--- config.mk ---
export PLATFORM = sky130hd
export DESIGN_NAME = alu_arbiter
export DESIGN_NICKNAME = d
export VERILOG_FILES = /design/src/rtl/alu_arbiter.sv
export SDC_FILE = /design/constraint.sdc
export NUM_CORES = 1
export LEC_CHECK = 0
export ABC_AREA = 1
export CORE_MARGIN = 2
export CORE_UTILIZATION = 41
export CTS_CLUSTER_DIAMETER = 50
export DETAILED_ROUTE_END_ITERATION = 12
export HOLD_SLACK_MARGIN = 0.08
export PLACE_DENSITY = 0.86
export SETUP_SLACK_MARGIN = 0.3
export SKIP_LAST_GASP = 1
export SLEW_MARGIN = 20
export SYNTH_ARGS = -nofsm -noshare
export SYNTH_HDL_FRONTEND = slang
export SYNTH_SLANG_ARGS = --single-unit
--- constraint.sdc ---
create_clock -name clk -period 1.7 [get_ports clk]
set_input_delay 0.17 -clock clk [delete_from_list [all_inputs] [get_ports clk]]
set_output_delay 0.17 -clock clk [all_outputs]
set_load 0.01 [all_outputs]
--- src/rtl/alu_arbiter.sv ---
// alu_arbiter: shares one combinational ALU between two requesters.
// A round-robin grant picks a command in IDLE, the command is registered
// onto the ALU inputs (EXEC gives the ALU one cycle to settle), then the
// result is captured and held on a single response channel (RESP).
//
// Handshakes: a transfer happens on a rising edge where valid and ready are
// both high. req_ready may only rise for a requester whose req_valid is
// high. rsp_valid stays high, with rsp_* stable, until rsp_ready is seen.
module alu_arbiter (
  input  logic        clk,
  input  logic        rst_n,
  input  logic [1:0]  req_valid,
  output logic [1:0]  req_ready,
  input  logic [5:0]  req_opcode,
  input  logic [15:0] req_a,
  input  logic [15:0] req_b,
  output logic        rsp_valid,
  input  logic        rsp_ready,
  output logic        rsp_id,
  output logic [7:0]  rsp_data,
  output logic [7:0]  rsp_flags,
  output logic [2:0]  alu_opcode,
  output logic [7:0]  alu_a,
  output logic [7:0]  alu_b,
  input  logic [7:0]  alu_salida,
  input  logic [7:0]  alu_flags,
  output logic [15:0] ops_done
);

  typedef enum logic [1:0] {
    IDLE = 2'd0,
    EXEC = 2'd1,
    RESP = 2'd2
  } state_t;

  state_t      state;
  state_t      state_nxt;
  logic        prio;
  logic        grant;
  logic        accept;
  logic        rsp_hs;
  logic [2:0]  sel_opcode;
  logic [7:0]  sel_a;
  logic [7:0]  sel_b;
  logic [15:0] ops_cnt;

  assign ops_done = ops_cnt;

  // Round-robin grant: prio breaks ties, a lone requester always wins.
  always_comb begin
    grant = 1'b0;
    if (req_valid == 2'b11) begin
      grant = prio;
    end else if (req_valid[1]) begin
      grant = 1'b1;
    end
  end

  // Select the granted requester's command fields.
  always_comb begin
    sel_opcode = grant ? req_opcode[5:3] : req_opcode[2:0];
    sel_a      = grant ? req_a[15:8]     : req_a[7:0];
    sel_b      = grant ? req_b[15:8]     : req_b[7:0];
  end

  // Next-state and handshake outputs; ready is held low while in reset.
  always_comb begin
    state_nxt = state;
    req_ready = 2'b00;
    accept    = 1'b0;
    rsp_hs    = 1'b0;
    case (state)
      IDLE: begin
        if (rst_n && req_valid[grant]) begin
          req_ready[grant] = 1'b1;
          accept           = 1'b1;
          state_nxt        = EXEC;
        end
      end
      EXEC: begin
        state_nxt = RESP;
      end
      RESP: begin
        if (rsp_valid && rsp_ready) begin
          rsp_hs    = 1'b1;
          state_nxt = IDLE;
        end
      end
      default: begin
        state_nxt = IDLE;
      end
    endcase
  end

  // State register.
  always_ff @(posedge clk or negedge rst_n) begin
    if (!rst_n) begin
      state <= IDLE;
    end else begin
      state <= state_nxt;
    end
  end

  // Command, response and bookkeeping registers.
  always_ff @(posedge clk or negedge rst_n) begin
    if (!rst_n) begin
      alu_opcode <= 3'd0;
      alu_a      <= 8'h00;
      alu_b      <= 8'h00;
      rsp_id     <= 1'b0;
      rsp_valid  <= 1'b0;
      rsp_data   <= 8'h00;
      rsp_flags  <= 8'h00;
      prio       <= 1'b0;
      ops_cnt    <= 16'h0000;
    end else begin
      if (accept) begin
        alu_opcode <= sel_opcode;
        alu_a      <= sel_a;
        alu_b      <= sel_b;
        rsp_id     <= grant;
      end
      if (state == EXEC) begin
        rsp_data  <= alu_salida;
        rsp_flags <= alu_flags;
        rsp_valid <= 1'b1;
      end
      if (rsp_hs) begin
        rsp_valid <= 1'b0;
        prio      <= ~rsp_id;
        ops_cnt   <= ops_cnt + 16'd1;
      end
    end
  end

endmodule

==> metrics.md, run 1 <==
| Metric | Value |
|---|---|
| Cell row count | 28 |
| Required time at the worst-slack endpoint | roughly 1.5 ns |
| Clock-pin slew on the worst setup and hold paths | approximately 0.09 ns |
| GR met1 Demand/Resource | between 20 and 25% |
| Portion of the clock cycle consumed by the worst path in the final layout | approximately 83% |
| Critical path buffers and inverters | 1 |
| Worst hold path depth | 3 |
| Count of warnings emitted by yosys | 0 |
| GRT Resource Usage Total | between 10% and 20% |
| Cell area after synthesis | between 2000 and 2500 µm² |
| Drc violations | 0 |
| Portion of the post-synthesis area used by sequential elements | 56.1% |
| CP startpoint | state[1] |
| Startpoint of the most critical hold path | req_b[7] |
| Die H | 82.1 µm |
| Critical Path End Type | primary output |
| Crit path depth | 4 |
| Clock Sinks | 56 |
| Capturing element of the worst setup path | req_ready[0] |
| Unrepaired setup endpoints after global routing | true |
| Diode insertion count for antenna repair | 0 |
| Post-route setup slack | ~0.29 ns |
| Final Max Tran Viols | 0 |
| Worst-path cell with the longest stage delay | dfrtp_1 |
| Combinational family with the most area after synthesis | simple AND/OR/NAND/NOR gates |
| Biggest area consumer among synthesized cells | dfrtp_1 |
| Via density per instance | 4.80 |
| Number of cells traversed by the worst register-to-register path | 4 |
| Final Hold Vio Count | 0 |
| Synthesized-area fraction occupied by ao, oa, aoi and oai cells | under 10% |
| Cell family with most CP delay | flip-flops |
| Area share of and/or/nand/nor cells after synthesis | 26.6% |
| Placed wire-length estimate after detailed placement | between 4000 and 5000 µm |
| Crit path kind | reg -> out |
| Area of the die | 6740 µm² |
| Max IR drop VDD | about 0.75 mV |
| Internal reg-to-reg setup slack | roughly 0.33 ns |
| Count of cell types in the netlist | 24 |
| Startpoint of the worst register-to-register path | state[0] |
| Area share of xor/xnor cells in the synthesized design | approximately 3.5% |
| Htree depth | 2 |
| Peak Freq | 709 MHz |
| Tightest Hold Check Type | in -> reg |
| TritonCTS clock tree | done |
| Total vias in the final route | ~2300 |
| Max-cap violations | 0 |
| Number of buffers added by the clock tree synthesis step | 5 |
| Area of the core | roughly 5900 µm² |
| Starting Density | between 40% and 50% |
| Final worst path period need | around 1.4 ns |
| Main area contributors after synthesis | dfrtp_1 (56%), nand2_1 (14%), mux2_2 (7.2%), nand3_1 (5.4%), inv_1 (3.0%) |
| Via count of the first global-routing pass | ~2300 |
| Number of top-level pins | roughly 110 |
| Initial antenna violation count | 0 |
| Residual antenna-violating net count after detailed routing | 0 |
| Slew Limit Headroom | a little over half |
| Number of instances in the synthesized netlist | about 270 |
| Pre-antenna DRT Iters | 4 |
| Synth Area per Inst | around 9.4 µm² |
| Post-place setup slack | -0.0350 ns |
| Cell breakdown of the critical path | nor2_2 -> nand2_2 -> a21oi_2 -> buf_2 |
| Worst hold slack | approximately 0.41 ns |
| Least-Margin Pin Slew | approximately 0.68 ns |
| Area Overhead vs Synth | 62.3% |
| Width of the chip | slightly above 80 µm |
| Routed wire per std cell | between 10 and 15 µm |
| GR Layer Usage met2 | 35.8% |
| Worst Path Arrival | around 1.2 ns |
| Placer Congestion | approximately 0.82 |
| DR iter-0 viols | 80 |
| Clk_skew | 0.00592 ns |
| Total wire length after detailed routing | approximately 6200 µm |
| Most common cell after layout, fill and taps aside | nand2_1 |
| Result of the run | finished, final reports clean |
| Share of the synthesized area in the top cell type | about 56% |
| First-pass GRT wire length | between 9000 and 10000 µm |
| Crit path max fanout | 3 |
| Latest clock arrival within the worst-skew pair | 0.30 ns |
| Biggest cell delay along the critical path | between 0.4 and 0.5 ns |
| Power density normalized to cell area | roughly 1300 nW/µm² |
| Leak | approximately 2.3 nW |
| Final Net Count | about 460 |
| Met3 capacity usage during global routing | about 6.6% |
| Grt ovf | 0 |
| Fraction of synthesized area in multiplexers | between 7 and 8% |
| Final Setup Violations | 0 |
| Most used cells in the layout excluding fill and tap cells | nand2_1 (91), clkdlybuf4s50_1 (61), dfrtp_1 (56) |
| Synth Net Count | between 300 and 400 |
| Worst flop-to-flop path endpoint | rsp_flags[5] |
| Post-synthesis sequential element count | 56 |
| Most utilized layer in the global route result | met2 |
| Count of input and output buffers | about 110 |
| Adder-cell area share of the yosys netlist | 0.501% |
| Number of buffers on the longest clock path | 2 |
| Root Buffer Master | clkbuf_8 |
| Maximum number of pins on one net before global-route repair | 57 |
| Category of the worst setup path launch point | flip-flop |
| Share of post-route cells with drive strength above 1 | between 10% and 20% |
synth_stat cells:
master and count:
a21oi_1 1, a21oi_2 1, buf_2 4, buf_4 2, buf_6 1, dfrtp_1 56, ha_1 1, inv_1 20
inv_2 1, mux2_2 16, nand2_1 91, nand2_2 4, nand2_4 2, nand3_1 27, nand3b_1 1, nand4_1 4
nor2_1 13, nor2_2 2, nor2_4 1, nor2_8 1, nor3_1 3, o21ai_0 3, xnor2_1 3, xor2_1 7
through the flow:
stage          instance area [µm²]  TNS [ns]  std cells  util, %  total power [W]
2_1_floorplan                 2500         0        265        -          0.00311
3_3_place_gp                  3730   -0.0328        453     62.9          0.00437
3_5_place_dp                  3730   -0.0585        453     62.9          0.00444
4_1_cts                       3930         0        474     66.4          0.00536
5_1_grt                       4060         0        477     68.5          0.00556
6_report                      4060         0        477     68.5          0.00523
what timing repair did:
action | in CTS | in global routing
gates resized for setup | 27 | 39
hold endpoints to repair | 56 | 0
pin swaps | 1 | 4
buffers inserted | 12 | 3
hold buffers | 1 | 0
endpoints found under the setup margin | 34 | 42
gates cloned | 0 | 0
state kept, by name, indices dropped and copies added, names as in the netlist:
signal,cells
ops_done,16
alu_a,8
alu_b,8
rsp_data,8
rsp_flags,8
alu_opcode,3
state,2
prio,1
rsp_id,1
rsp_valid,1
metal layers:
metal / vias up / wire, µm
met4: 0 / 57
met2: 84 / 3230
met3: 5 / 492
li1: 1107 / -
met5: - / 0
met1: 1095 / 2440
tightest hold or removal path: cells and delay by family:
kind                   cells  cell delay, ns
buffers and inverters      1            0.39
AND/OR/NAND/NOR            2            0.11
worst min-delay path by stage:
stage                    end  slack (ns)
6_report            alu_b[7]        0.41
5_1_grt             alu_b[5]        0.42
4_1_cts        alu_opcode[0]        0.40
3_5_place_dp   alu_opcode[0]        0.37
3_3_place_gp        alu_a[7]        0.37
2_1_floorplan       alu_a[0]       -0.13
kinds of logic (layout without fill, tap and decap cells):
group,count (synthesis),in the layout
xor+xnor,10,10
compound gates,5,5
buf+inv,28,165
flops,56,56
simple gates,149,149
fa+ha+maj,1,1
mux,16,16
area by class of cell:
cell class | count | area, µm²
timing repair buffer | 136 | 1360
clock buffer | 7 | 96.3
fill | 473 | 1860
sequential | 56 | 1400
clock inverter | 1 | 30.0
tap | 75 | 93.8
inverter | 21 | 81.3
multi-input combinational | 181 | 996
report_power, final:
| part | internal, W | leakage [nW] | switching (W) | total (W) |
|---|---|---|---|---|
| sequential | 0.00183 | 0.686 | 0.000272 | 0.00210 |
| combinational | 0.00122 | 1.56 | 0.000983 | 0.00220 |
| clock | 0.000520 | 0.0645 | 0.000409 | 0.000929 |
| total | 0.00357 | 2.32 | 0.00166 | 0.00523 |
No activity file was read; power rests on OpenSTA's default activity.
==> run 2: changes to the inputs <==
Settings changed: CORE_UTILIZATION 41 to 37, PLACE_DENSITY 0.86 to 0.83.
Clock period 1.7 ns to 1.2 ns, I/O delays scaled along.
==> metrics.md, run 2 (synthesis results as in run 1) <==
| Metric | Value |
|---|---|
| Result of the run | finished, violations left |
| Failing checks | negative setup slack |
| Final core occ | 75.6% (+7.1 points) |
| Required time at the worst-slack endpoint | 1.08 ns (-0.45 ns) |
| Cell breakdown of the critical path | nor2_2 -> nand2_2 -> a21oi_4 -> buf_6 |
| Residual antenna-violating net count after detailed routing | 0 (unchanged) |
| Final Non-Filler Cells | 539 (+13%) |
| Internal | 0.00631 W (+77%) |
| Unrepaired setup endpoints after global routing | true |
| Total vias in the final route | 2612 (+14%) |
| Clock-pin slew on the worst setup and hold paths | 0.11 ns (+0.02 ns) |
| Crit path max fanout | 3 (unchanged) |
| Clock Sinks | 56 (unchanged) |
| Width of the chip | 86.2 µm (+5.0%) |
| Final Setup Violations | 57 (+57) |
| Via density per instance | 4.85 (+0.90%) |
| DR iter-0 viols | 94 (+18%) |
| Total chip power | 0.00963 W (+84%) |
| Leak | 2.53 nW (+9.3%) |
| Relative contribution of combinational cells to total power | 54.3% (+12 points) |
| Final Net Count | 521 (+13%) |
| Clk_skew | 0.0125 ns (+0.00663 ns) |
| Cell row count | 29 (+3.6%) |
| Tightest Hold Check Type | in -> async |
| Worst-path cell with the longest stage delay | dfrtp_1 |
| GRT Resource Usage Total | 22.4% (+3.1 points) |
| Number of buffers on the longest clock path | 2 (unchanged) |
| Switching share of power | 34.5% (+2.6 points) |
| Peak Freq | between 700 and 800 MHz |
| Latest clock arrival within the worst-skew pair | 0.31 ns (about the same) |
| Max IR drop VDD | 1.01 mV (+34%) |
| Least-Margin Pin Slew | 0.716 ns (+0.0374 ns) |
| Total wire length after detailed routing | 8570 µm (+38%) |
| Area Overhead vs Synth | 95.4% |
| Initial antenna violation count | 0 (unchanged) |
| Area of the die | 7430 µm² (+10%) |
| Htree depth | 2 (unchanged) |
| Root Buffer Master | clkbuf_8 |
| Cell family with most CP delay | flip-flops |
| Final worst path period need | 1.40 ns |
| Crit path kind | reg -> out |
| Power density normalized to cell area | 1970 nW/µm² (+53%) |
| Slew Limit Headroom | 52.3% (-2.5 points) |
| Die H | 86.2 µm (+5.0%) |
| Critical Path End Type | primary output |
| Portion of the clock cycle consumed by the worst path in the final layout | 116% |
| Maximum number of pins on one net before global-route repair | 57 (unchanged) |
| Flip-flop count of the largest register, all copies and words added | 16 (unchanged) |
| Worst hold slack | 0.0106 ns (-0.399 ns) |
| Drc violations | 0 (unchanged) |
| Via count of the first global-routing pass | 2759 (+19%) |
| Worst Path Arrival | 1.28 ns (+0.04 ns) |
| Most common cell after layout, fill and taps aside | nand2_1 |
| Max-cap violations | 0 (unchanged) |
| Placed wire-length estimate after detailed placement | 4810 µm (+4.9%) |
| TritonCTS clock tree | done |
| Placer Congestion | 0.760 (-7.3%) |
| Critical path buffers and inverters | 1 (unchanged) |
| Biggest cell delay along the critical path | 0.41 ns (-0.02 ns) |
| First-pass GRT wire length | 13100 µm (+32%) |
| Final Hold Vio Count | 0 (unchanged) |
| Starting Density | 38.7% (-3.5 points) |
| Area of the core | 6460 µm² (+9.1%) |
| Category of the worst setup path launch point | flip-flop |
| Final Max Tran Viols | 0 (unchanged) |
| Number of top-level pins | 114 (unchanged) |
| Number of buffers added by the clock tree synthesis step | 5 (unchanged) |
| Clock group share of total power | 13.6% (-4.2 points) |
| Post-Place Cells | 467 (+3.1%) |
| Share of post-route cells with drive strength above 1 | 52.2% (+36 points) |
| Most used cells in the layout excluding fill and tap cells | nand2_1 (58), clkdlybuf4s50_1 (57), dfrtp_1 (54) |
| Post-route setup slack | -0.196 ns (-0.486 ns) |
| Routed wire per std cell | 15.9 µm (+22%) |
| Sum of negative setup slack | -6.35 ns (-6.35 ns) |
| Sequential power share | 32.1% (-8.1 points) |
| Power spent charging and discharging nets | 0.00332 W (+99%) |
| Grt ovf | 0 (unchanged) |
| Diode insertion count for antenna repair | 0 (unchanged) |
| Count of input and output buffers | 113 (unchanged) |
| Pre-antenna DRT Iters | 4 (unchanged) |
## run 2: cell types whose count changed in the layout (fill, tap and decap cells not counted), moves of 16 or more
cell and delta:
buf_6 +32, mux2_2 -16, nand2_1 -33, buf_4 +32, buf_2 +37, nand2_2 +18
mux2_4 +16, dlygate4sd2_1 -16, dlymetal6s2s_1 -33
## run 2: per-stage QoR
stage          area, µm²  setup WS [ns]
4_1_cts             4530         -0.184
5_1_grt             4880         -0.260
2_1_floorplan       2620        -0.0177
6_report            4880         -0.196
3_3_place_gp        3910         -0.490
3_5_place_dp        3910         -0.497
## run 2: path summary, 6_finish.rpt
| check | start | endpoint | slack (ns) | cells past startpoint |
|---|---|---|---|---|
| max in group asynchronous | rst_n | ops_done[0] | 0.68 | 2 |
| worst max register to register | state[1] | rsp_id | -0.18 | 8 |
| worst min-delay path | rst_n | rsp_flags[0] | 0.01 | 2 |
| worst max-delay path | state[1] | req_ready[0] | -0.20 | 4 |
| worst min register to register | rsp_data[0] | rsp_data[0] | 0.51 | 1 |
| min in group clk | req_opcode[5] | alu_opcode[2] | 0.37 | 3 |
## run 2: power groups by stage
stage          combinational (W)  sequential (W)  clock [W]
2_1_floorplan            0.00135         0.00338          0
3_3_place_gp             0.00354         0.00305          0
3_5_place_dp             0.00362         0.00307          0
4_1_cts                  0.00439         0.00305    0.00134
5_1_grt                  0.00558         0.00316    0.00142
6_report                 0.00523         0.00309    0.00131
## run 2: cell type report
cell class,count,area (µm²)
Timing Repair Buffer,194,1770
Fill cell,421,1570
Multi-Input combinational cell,183,1410
Sequential cell,56,1400
Tap cell,77,96.3
Inverter,21,88.8
Clock buffer,6,82.6
Clock inverter,2,38.8
## run 2: what timing repair did
item,in CTS,in global routing
setup buffers,37,19
cloned,7,1
pin swaps,31,18
setup endpoints to repair,111,111
hold endpoints to repair,56,56
resized for setup,311,48
## run 2: layer usage
layer	share of wire [%]	GRT usage, %	wire, µm	vias to the layer above
met3	5.9	5.24	503	10
met1	36	25.3	3080	1271
li1	-	-	-	1231
met2	57	42.1	4840	100
met5	0	0	0	-
met4	1.7	6.11	143	0
==> run 3: changes to the inputs <==
Settings changed: CAP_MARGIN from default to 20.
==> results of run 3 <==
The final DEF is identical to that of run 2; final timing and power are the same.
